**src/rtl/relay_gain_sequencer_if.sv**
```systemverilog
// Gain-request handshake between the AGC (master) and the relay sequencer.
interface relay_gain_sequencer_if;
    logic       req_valid;
    logic [1:0] req_gain;
    logic       req_ready;

    modport master (
        output req_valid,
        output req_gain,
        input  req_ready
    );

    modport slave (
        input  req_valid,
        input  req_gain,
        output req_ready
    );
endinterface

```
**src/rtl/relay_gain_sequencer.sv**
```systemverilog
// Break-before-make sequencer for the two latching ADC gain relays.
// Optional minimum dwell after settle: define RELAY_DWELL_EN.
module relay_gain_sequencer #(
    parameter int PULSE_CYCLES  = 16,
    parameter int SETTLE_CYCLES = 64,
    parameter int DWELL_CYCLES  = 256,
    parameter int CNT_W         = 16
) (
    input  logic                    clk,
    input  logic                    rst,
    relay_gain_sequencer_if.slave   req,
    output logic [1:0]              coil_set,
    output logic [1:0]              coil_rst,
    output logic [1:0]              gain_state,
    output logic                    settled,
    output logic                    busy,
    output logic [7:0]              switch_count
);

    typedef enum logic [2:0] {
        INIT_RST,
        INIT_SET,
        DRIVE_RST,
        DRIVE_SET,
        SETTLE,
        DWELL,
        IDLE
    } state_t;

`ifdef RELAY_DWELL_EN
    localparam bit DWELL_EN = 1'b1;
`else
    localparam bit DWELL_EN = 1'b0;
`endif

    localparam logic [CNT_W-1:0] P_LD = CNT_W'(PULSE_CYCLES - 1);
    localparam logic [CNT_W-1:0] S_LD = CNT_W'(SETTLE_CYCLES - 1);
    localparam logic [CNT_W-1:0] D_LD = CNT_W'(DWELL_CYCLES - 1);
    // Reset period counts as an extra INIT_RST cycle, so load one more.
    localparam logic [CNT_W-1:0] P_RST = CNT_W'(PULSE_CYCLES);

    state_t           state_q, state_d;
    logic [CNT_W-1:0] cnt_q, cnt_d;
    logic [1:0]       target_q, target_d;
    logic [1:0]       fall_q, fall_d;
    logic [1:0]       rise_q, rise_d;
    logic             init_q, init_d;
    logic [1:0]       gain_q, gain_d;
    logic [7:0]       count_q, count_d;
    logic [1:0]       coil_set_q, coil_set_d;
    logic [1:0]       coil_rst_q, coil_rst_d;
    logic             settled_q, settled_d;
    logic             ready_q, ready_d;
    logic             busy_q, busy_d;
    logic             cnt_done;

    assign cnt_done = (cnt_q == '0);

    always_comb begin
        state_d  = state_q;
        cnt_d    = cnt_q - CNT_W'(1);
        target_d = target_q;
        fall_d   = fall_q;
        rise_d   = rise_q;
        init_d   = init_q;
        gain_d   = gain_q;
        count_d  = count_q;

        unique case (state_q)
            INIT_RST: begin
                if (cnt_done) begin
                    state_d = INIT_SET;
                    cnt_d   = P_LD;
                end
            end
            INIT_SET: begin
                if (cnt_done) begin
                    state_d = SETTLE;
                    cnt_d   = S_LD;
                end
            end
            DRIVE_RST: begin
                if (cnt_done) begin
                    if (rise_q != 2'b00) begin
                        state_d = DRIVE_SET;
                        cnt_d   = P_LD;
                    end else begin
                        state_d = SETTLE;
                        cnt_d   = S_LD;
                        gain_d  = target_q;
                        count_d = count_q + 8'd1;
                    end
                end
            end
            DRIVE_SET: begin
                if (cnt_done) begin
                    state_d = SETTLE;
                    cnt_d   = S_LD;
                    gain_d  = target_q;
                    count_d = count_q + 8'd1;
                end
            end
            SETTLE: begin
                if (cnt_done) begin
                    init_d = 1'b0;
                    if (DWELL_EN && !init_q) begin
                        state_d = DWELL;
                        cnt_d   = D_LD;
                    end else begin
                        state_d = IDLE;
                    end
                end
            end
            DWELL: begin
                if (cnt_done) begin
                    state_d = IDLE;
                end
            end
            IDLE: begin
                cnt_d = cnt_q;
                if (req.req_valid) begin
                    target_d = req.req_gain;
                    fall_d   = gain_q & ~req.req_gain;
                    rise_d   = ~gain_q & req.req_gain;
                    if (req.req_gain != gain_q) begin
                        cnt_d   = P_LD;
                        state_d = (fall_d != 2'b00) ? DRIVE_RST
                                                    : DRIVE_SET;
                    end
                end
            end
            default: begin
                state_d = INIT_RST;
                cnt_d   = P_RST;
                init_d  = 1'b1;
            end
        endcase
    end

    // Outputs are decoded from the next state so they are registered.
    always_comb begin
        coil_set_d = 2'b00;
        coil_rst_d = 2'b00;
        unique case (state_d)
            INIT_RST:  coil_rst_d = 2'b11;
            INIT_SET:  coil_set_d = 2'b11;
            DRIVE_RST: coil_rst_d = fall_d;
            DRIVE_SET: coil_set_d = rise_d;
            default:   ;
        endcase
        settled_d = (state_d == IDLE) || (state_d == DWELL);
        ready_d   = (state_d == IDLE);
        busy_d    = (state_d != IDLE);
    end

    always_ff @(posedge clk or posedge rst) begin
        if (rst) begin
            state_q    <= INIT_RST;
            cnt_q      <= P_RST;
            target_q   <= 2'b11;
            fall_q     <= 2'b00;
            rise_q     <= 2'b00;
            init_q     <= 1'b1;
            gain_q     <= 2'b11;
            count_q    <= 8'd0;
            coil_set_q <= 2'b00;
            coil_rst_q <= 2'b00;
            settled_q  <= 1'b0;
            ready_q    <= 1'b0;
            busy_q     <= 1'b1;
        end else begin
            state_q    <= state_d;
            cnt_q      <= cnt_d;
            target_q   <= target_d;
            fall_q     <= fall_d;
            rise_q     <= rise_d;
            init_q     <= init_d;
            gain_q     <= gain_d;
            count_q    <= count_d;
            coil_set_q <= coil_set_d;
            coil_rst_q <= coil_rst_d;
            settled_q  <= settled_d;
            ready_q    <= ready_d;
            busy_q     <= busy_d;
        end
    end

    assign coil_set      = coil_set_q;
    assign coil_rst      = coil_rst_q;
    assign gain_state    = gain_q;
    assign settled       = settled_q;
    assign busy          = busy_q;
    assign switch_count  = count_q;
    assign req.req_ready = ready_q;

endmodule

```
**src/flat_wrapper.sv**
```systemverilog
// flat-port wrapper written by rule: the top's interface ports become plain ports
module relay_gain_sequencer_flat 
#(
    parameter int PULSE_CYCLES  = 16,
    parameter int SETTLE_CYCLES = 64,
    parameter int DWELL_CYCLES  = 256,
    parameter int CNT_W         = 16
)
  (clk, rst, coil_set, coil_rst, gain_state, settled, busy, switch_count, req_req_valid, req_req_gain, req_req_ready);
  relay_gain_sequencer_if req_i ();
  input  logic clk;
  input  logic rst;
  output logic [1:0] coil_set;
  output logic [1:0] coil_rst;
  output logic [1:0] gain_state;
  output logic settled;
  output logic busy;
  output logic [7:0] switch_count;
  input wire logic [$bits(req_i.req_valid)-1:0] req_req_valid;
  input wire logic [$bits(req_i.req_gain)-1:0] req_req_gain;
  output wire logic [$bits(req_i.req_ready)-1:0] req_req_ready;
  assign req_i.req_valid = req_req_valid;
  assign req_i.req_gain = req_req_gain;
  assign req_req_ready = req_i.req_ready;
  relay_gain_sequencer #(.PULSE_CYCLES(PULSE_CYCLES), .SETTLE_CYCLES(SETTLE_CYCLES), .DWELL_CYCLES(DWELL_CYCLES), .CNT_W(CNT_W)) u_core (.clk(clk), .rst(rst), .req(req_i), .coil_set(coil_set), .coil_rst(coil_rst), .gain_state(gain_state), .settled(settled), .busy(busy), .switch_count(switch_count));
endmodule
```
**config.mk**
```make
export PLATFORM = sky130hd
export DESIGN_NAME = relay_gain_sequencer_flat
export DESIGN_NICKNAME = d
export VERILOG_FILES = /design/src/rtl/relay_gain_sequencer_if.sv /design/src/rtl/relay_gain_sequencer.sv /design/src/flat_wrapper.sv
export SDC_FILE = /design/constraint.sdc
export NUM_CORES = 1
export LEC_CHECK = 0
export ABC_AREA = 1
export CAP_MARGIN = 15
export CORE_ASPECT_RATIO = 1.75
export CORE_UTILIZATION = 55
export CTS_CLUSTER_DIAMETER = 60
export DETAILED_ROUTE_END_ITERATION = 10
export GPL_ROUTABILITY_DRIVEN = 0
export PLACE_DENSITY_LB_ADDON = 0.05
export SYNTH_ARGS = -nofsm -noshare
export SYNTH_HDL_FRONTEND = slang
export SYNTH_SLANG_ARGS = --single-unit
```
**constraint.sdc**
```tcl
create_clock -name clk -period 2.2 [get_ports clk]
set_input_delay 0.33 -clock clk [delete_from_list [all_inputs] [get_ports clk]]
set_output_delay 0.33 -clock clk [all_outputs]
set_load 0.01 [all_outputs]
```
== Word-level counts from Yosys, hierarchy flattened ==
Index checks and enable logic that the tools add are counted.

* Bits in latches: 0
* Memory bits (writable): 0
* Flip-flop bits (word level): 42
* Word-level logic and storage cells: 78
* Memories: 0
* Input port bits: 5
* Output and inout port bits: 17
* Bits in read-only memories: 0

* Equality and inequality tests: 18
* Multipliers: 0
* Shift operators: 0
* Order comparisons: 0
* Bitwise logic cells: 4
* Divide/modulo/power cells: 0
* Reduce and logical (&&, ||, !) cells: 12
* $add $sub $neg: 2
* Multiplexer cells: 30

{| class="wikitable"
|+ Operators with widths
! kind !! number
|-
| $mux 16 || 5
|-
| $pmux 16 s5 || 1
|-
| $mux 8 || 3
|-
| $mux 3 || 7
|-
| $logic_not 16->1 || 1
|-
| $pmux 8 s2 || 1
|-
| $sub 16x1->16 const B || 1
|-
| $eq 3x3->1 const B || 5
|-
| $pmux 3 s5 || 1
|-
| $mux 2 || 7
|-
| $eq 3x2->1 const B || 4
|-
| $pmux 2 s2 || 3
|-
| $add 8x1->8 const B || 1
|-
| $eq 3x1->1 const B || 2
|-
| $logic_not 3->1 || 2
|-
| $mux 6 || 1
|-
| $ne 2x1->1 const B || 3
|-
| $reduce_bool 2->1 || 3
|-
| $and 2x2->2 || 2
|-
| $ne 2x2->1 const B || 2
|-
| $not 2->2 || 2
|-
| $reduce_and 2->1 || 2
|-
| $reduce_and 4->1 || 1
|-
| $reduce_or 2->1 || 2
|-
| 4 further kinds || 4
|}

== Longest topological paths before layout ==
* Word-level depth: 9
* Depth in mapped cells: 11
* Gate-level depth less buffers: 11

== Worst setup path after synthesis ==
OpenSTA, ideal clock, no wires.

* Path kind: reg2reg
* Start: reg u_core.gain_q[0], in the netlist u_core.gain_state[0]
* End: reg u_core.settled_q, in the netlist u_core.settled
* Data arrival time: 1.706 ns
* Required time: 2.082 ns
* Period minus slack after synthesis: 1.824 ns
* Path buffers: 0
* Stages on the path, launching flop included: 10
* Library setup time: 0.118 ns
* Setup slack: 0.376 ns
* Cells stage by stage: dfstp_2 ha_1 a21boi_2 nor2_8 nor2_4 o21ai_1 a21oi_1 inv_2 nand3_2 nand2_1

* Elaborated cells on any way between the ends: 10
* Classes of those cells: eq/ne: 3; mux: 4; bitwise: 1; reduce/logical: 2

{| class="wikitable"
|+ RTL lines
! item !! RTL line !! source
|-
| from (decl) || relay_gain_sequencer.sv:48 || <nowiki>logic [1:0] gain_q, gain_d;</nowiki>
|-
| from (signal assigned) || relay_gain_sequencer.sv:178 || <nowiki>gain_q <= gain_d;</nowiki>
|-
| $ne 2x2->1 (*) || relay_gain_sequencer.sv:125 || <nowiki>if (req.req_gain != gain_q) begin</nowiki>
|-
| $mux 3 (*) || relay_gain_sequencer.sv:125 ||
|-
| $mux 3 (*) || relay_gain_sequencer.sv:121 || <nowiki>if (req.req_valid) begin</nowiki>
|-
| $pmux 3 s5 (*) || relay_gain_sequencer.sv:69 || <nowiki>unique case (state_q)</nowiki>
|-
| named net u_core.state_d[2] || relay_gain_sequencer.sv:42 || <nowiki>state_t state_q, state_d;</nowiki>
|-
| $eq 3x3->1 || relay_gain_sequencer.sv:151 || <nowiki>settled_d = (state_d == IDLE) || (state_d == DWELL);</nowiki>
|-
| $logic_or 1x1->1 (*) || relay_gain_sequencer.sv:151 ||
|-
| named net u_core.settled_d || relay_gain_sequencer.sv:52 || <nowiki>logic settled_q, settled_d;</nowiki>
|-
| to (signal assigned) || relay_gain_sequencer.sv:182 || <nowiki>settled_q <= settled_d;</nowiki>
|-
| to (decl) || relay_gain_sequencer.sv:52 ||
|}

The timed path passes the listed nets; every way through them passes the cells marked *.
A chain may end at the register's enable or synchronous reset.

== Final worst setup path ==
* Start: in req_req_gain[0]
* End: reg u_core.cnt_q[15]

* Cells in the longest elaborated chain, start to end: 3

{| class="wikitable"
|+ Ends and longest elaborated chain
! item !! RTL line !! source
|-
| from (decl) || flat_wrapper.sv:20 || <nowiki>input wire logic [$bits(req_i.req_gain)-1:0] req_req_gain;</nowiki>
|-
| $ne 2x2->1 || relay_gain_sequencer.sv:125 ||
|-
| $ne 2x1->1 (no line) || -- ||
|-
| $reduce_and 2->1 (no line) || -- ||
|-
| to (signal assigned) || relay_gain_sequencer.sv:173 || <nowiki>cnt_q <= cnt_d;</nowiki>
|-
| to (decl) || relay_gain_sequencer.sv:43 || <nowiki>logic [CNT_W-1:0] cnt_q, cnt_d;</nowiki>
|}

Every way passes these cells.

==> metrics.txt <==
Slew headroom 65.4%; top cell family by delay on the critical path simple AND/OR/NAND/NOR gates; slowest cell on the critical path clkdlybuf4s50_1; antenna cells 0; clock tree sinks 42; Layout area overhead 19.6%; initial antenna violation count 0; CP arrival 2.19 ns; Power Density 744 nW/um2; 1st-iter DRT viols 41; Clk Latency, worst-skew pair 0.29 ns; maxcap violations 0; internal power 1.38 mW; RSZ-0062 raised after global routing false; CTS buffer count 5; CTS Buffer Depth 2; clock network fraction of total power between 20 and 30%; DR WL/cell around 12 um; Post CTS Setup Buffer Count 0; Max FO, Critical Path 6; sequential area share after synthesis ~47%; Pins Over Slew Limit 0; Hold Fails Final Rpt 0; Buf/Inv on CP 3; total wire length 4.31 mm; Seq pwr share 48.0%; ANT nets after route 0; row count 30; Cell Chain, Critical Path clkdlybuf4s50_1 > inv_1 > ha_1 > a21boi_2 > nor2_8 > inv_2 > nand3_1 > nor2_2 > nand4_1 > nand2_1 > nor2_1; CP required 2.39 ns; CP peak stage delay roughly 0.47 ns; Finished Layout Cells 347; CORE AREA 3900 um2; most frequent cells in the layout inv_1, dfrtp_1, nand2_1; ys flop type dfrtp_1; Worst-Margin Slew 0.519 ns; commonest non-fill, non-tap cell in the layout inv_1; vias in the first global route 1717; die span in y 86.7 um; pin count of the biggest net entering global routing 43; Pre-antenna DRT Iters 4; Post-synth EDFFs 0; Final Util 69.2%; clock slew at reported path FFs 0.08 ns; Setup crit end kind flop; area taken by multi-input logic gates around 1000 um2; Net Sw Frac between 30% and 40%; Mean Syn Cell Area 8.65 um2; hold_buf cts 0; Vias/cell 5.10; Post-Synthesis Cells 261; critical path type input port to flop; grt total ovfl 0; Cell Area, Synth 2260 um2; clock skew 0.00604 ns; share of cells above drive strength 1 about a fifth; Hold WS about 0.45 ns; first-pass GRT wire length about 7.4 mm; synth unique cells 33; leakage 1.34 nW; Root Driver clkbuf_8; Comb pwr share 22.3%; final period utilization around nine tenths; setup-violating endpoint count in the final report 0; die area 4370 um2; I/O pin count 22; Die X 50.4 um; Hold Crit Class input port to async pin; Register Area 1060 um2; total number of vias 1768; H-tree Lvls 2; Net count, final roughly 310; Psw 624 uW; yosys warns 0; minimum clock period 2.00 ns; Peak Freq 501 MHz; Post-Syn Nets 272; Post-Place Cells roughly 340; flops & latches, synth 42; I/O Buffers 21; Initial Util 57.8%; drt drc 0; GRT Overall Usage between 20% and 30%; CTS resizes 0; CTS tree built; crit start category input port; VDD IR max 0.000530 V; dpl hpwl 3.21 mm; asr flop ratio synth 100%; status completed; fill count between 300 and 400
==> final cells by class <==
class                      count  share of cell area [%]
clock inverter                 3                    1.48
clock buffer                   5                    2.55
timing repair buffer          31                    10.6
tap                           48                    2.22
inverter                      43                    5.98
multi-input combinational    175                    38.0
sequential                    42                    39.2
==> path summary, 6_finish.rpt <==
kind / slack, ns / depth (start not counted) / startpoint / end
min: 0.45 / 3 / rst / u_core.cnt_q[2]$_DFFE_PP0P_
max reg2reg: 0.29 / 9 / u_core.gain_state[0]$_DFFE_PP1P_ / u_core.cnt_q[15]$_DFFE_PP0P_
max: 0.20 / 11 / req_req_gain[0] / u_core.cnt_q[15]$_DFFE_PP0P_
min in group clk: 0.48 / 1 / u_core.switch_count[7]$_DFFE_PP0P_ / u_core.switch_count[7]$_DFFE_PP0P_
min reg2reg: 0.48 / 1 / u_core.switch_count[7]$_DFFE_PP0P_ / u_core.switch_count[7]$_DFFE_PP0P_
max in group asynchronous: 1.36 / 3 / rst / u_core.gain_state[1]$_DFFE_PP1P_
==> power groups by stage <==
stage	registers, mW	logic (mW)	clock network [mW]
3_3_place_gp	0.979	0.439	0
2_1_floorplan	0.959	0.359	0
6_report	0.964	0.448	0.596
3_5_place_dp	0.978	0.450	0
4_1_cts	0.964	0.453	0.609
5_1_grt	0.974	0.515	0.644
==> worst min-delay path, cell delays in order <==
cell	delay (ns)
clkdlybuf4s50_1	0.39
inv_1	0.05
buf_4	0.42
==> cells in the mapped netlist, types with 5 or more instances <==
| cell type | number | share of area, % |
|---|---|---|
| nand3_1 | 16 | 3.5 |
| dfstp_2 | 6 | 7.0 |
| nor2_2 | 6 | 1.7 |
| xor2_1 | 5 | 1.9 |
| nand2_1 | 35 | 5.8 |
| inv_1 | 39 | 6.5 |
| o21ai_0 | 17 | 3.8 |
| nor2_1 | 32 | 5.3 |
| xnor2_1 | 6 | 2.3 |
| ha_1 | 6 | 3.3 |
| nand4_1 | 5 | 1.4 |
| a21oi_1 | 11 | 2.4 |
| dfrtp_1 | 36 | 40 |
| nand2_2 | 8 | 2.2 |
==> layer usage <==
| metal | global-route usage, % | wire (um) |
|---|---|---|
| met1 | 23.4 | 1730 |
| met2 | 42.8 | 2400 |
| met3 | 3.16 | 81 |
| met4 | 9.60 | 93 |
| met5 | 0 | 0 |
==> logic make-up after synthesis <==
| group | after synthesis | share of synthesized area, % |
|---|---|---|
| compound gates | 38 | 9.87 |
| xor+xnor | 11 | 4.27 |
| fa+ha+maj | 6 | 3.33 |
| buf+inv | 44 | 7.65 |
| flops | 42 | 46.9 |
| mux | 4 | 2.00 |
| simple gates | 116 | 26.0 |
==> stage by stage <==
step	power (mW)	area, um2	worst slack, ns	TNS (ns)
after floorplan	1.32	2260	0.376	0
after global placement	1.42	2590	-0.0695	-0.290
after detailed placement	1.43	2590	-0.107	-0.418
after CTS	2.03	2700	0.197	0
after global routing	2.13	2700	0.0398	0
final	2.01	2700	0.203	0
==> flip-flops by register name (all words and copies together) (netlist names) <==
signal / cells
u_core.switch_count: 8
u_core.target_q: 2
u_core.fall_q: 2
u_core.cnt_q: 16
u_core.coil_rst: 2
u_core.rise_q: 2
u_core.req.req_ready: 1
u_core.gain_state: 2
u_core.busy: 1
u_core.state_q: 3
u_core.coil_set: 2
u_core.settled: 1
No activity file was read; power rests on OpenSTA's default activity.
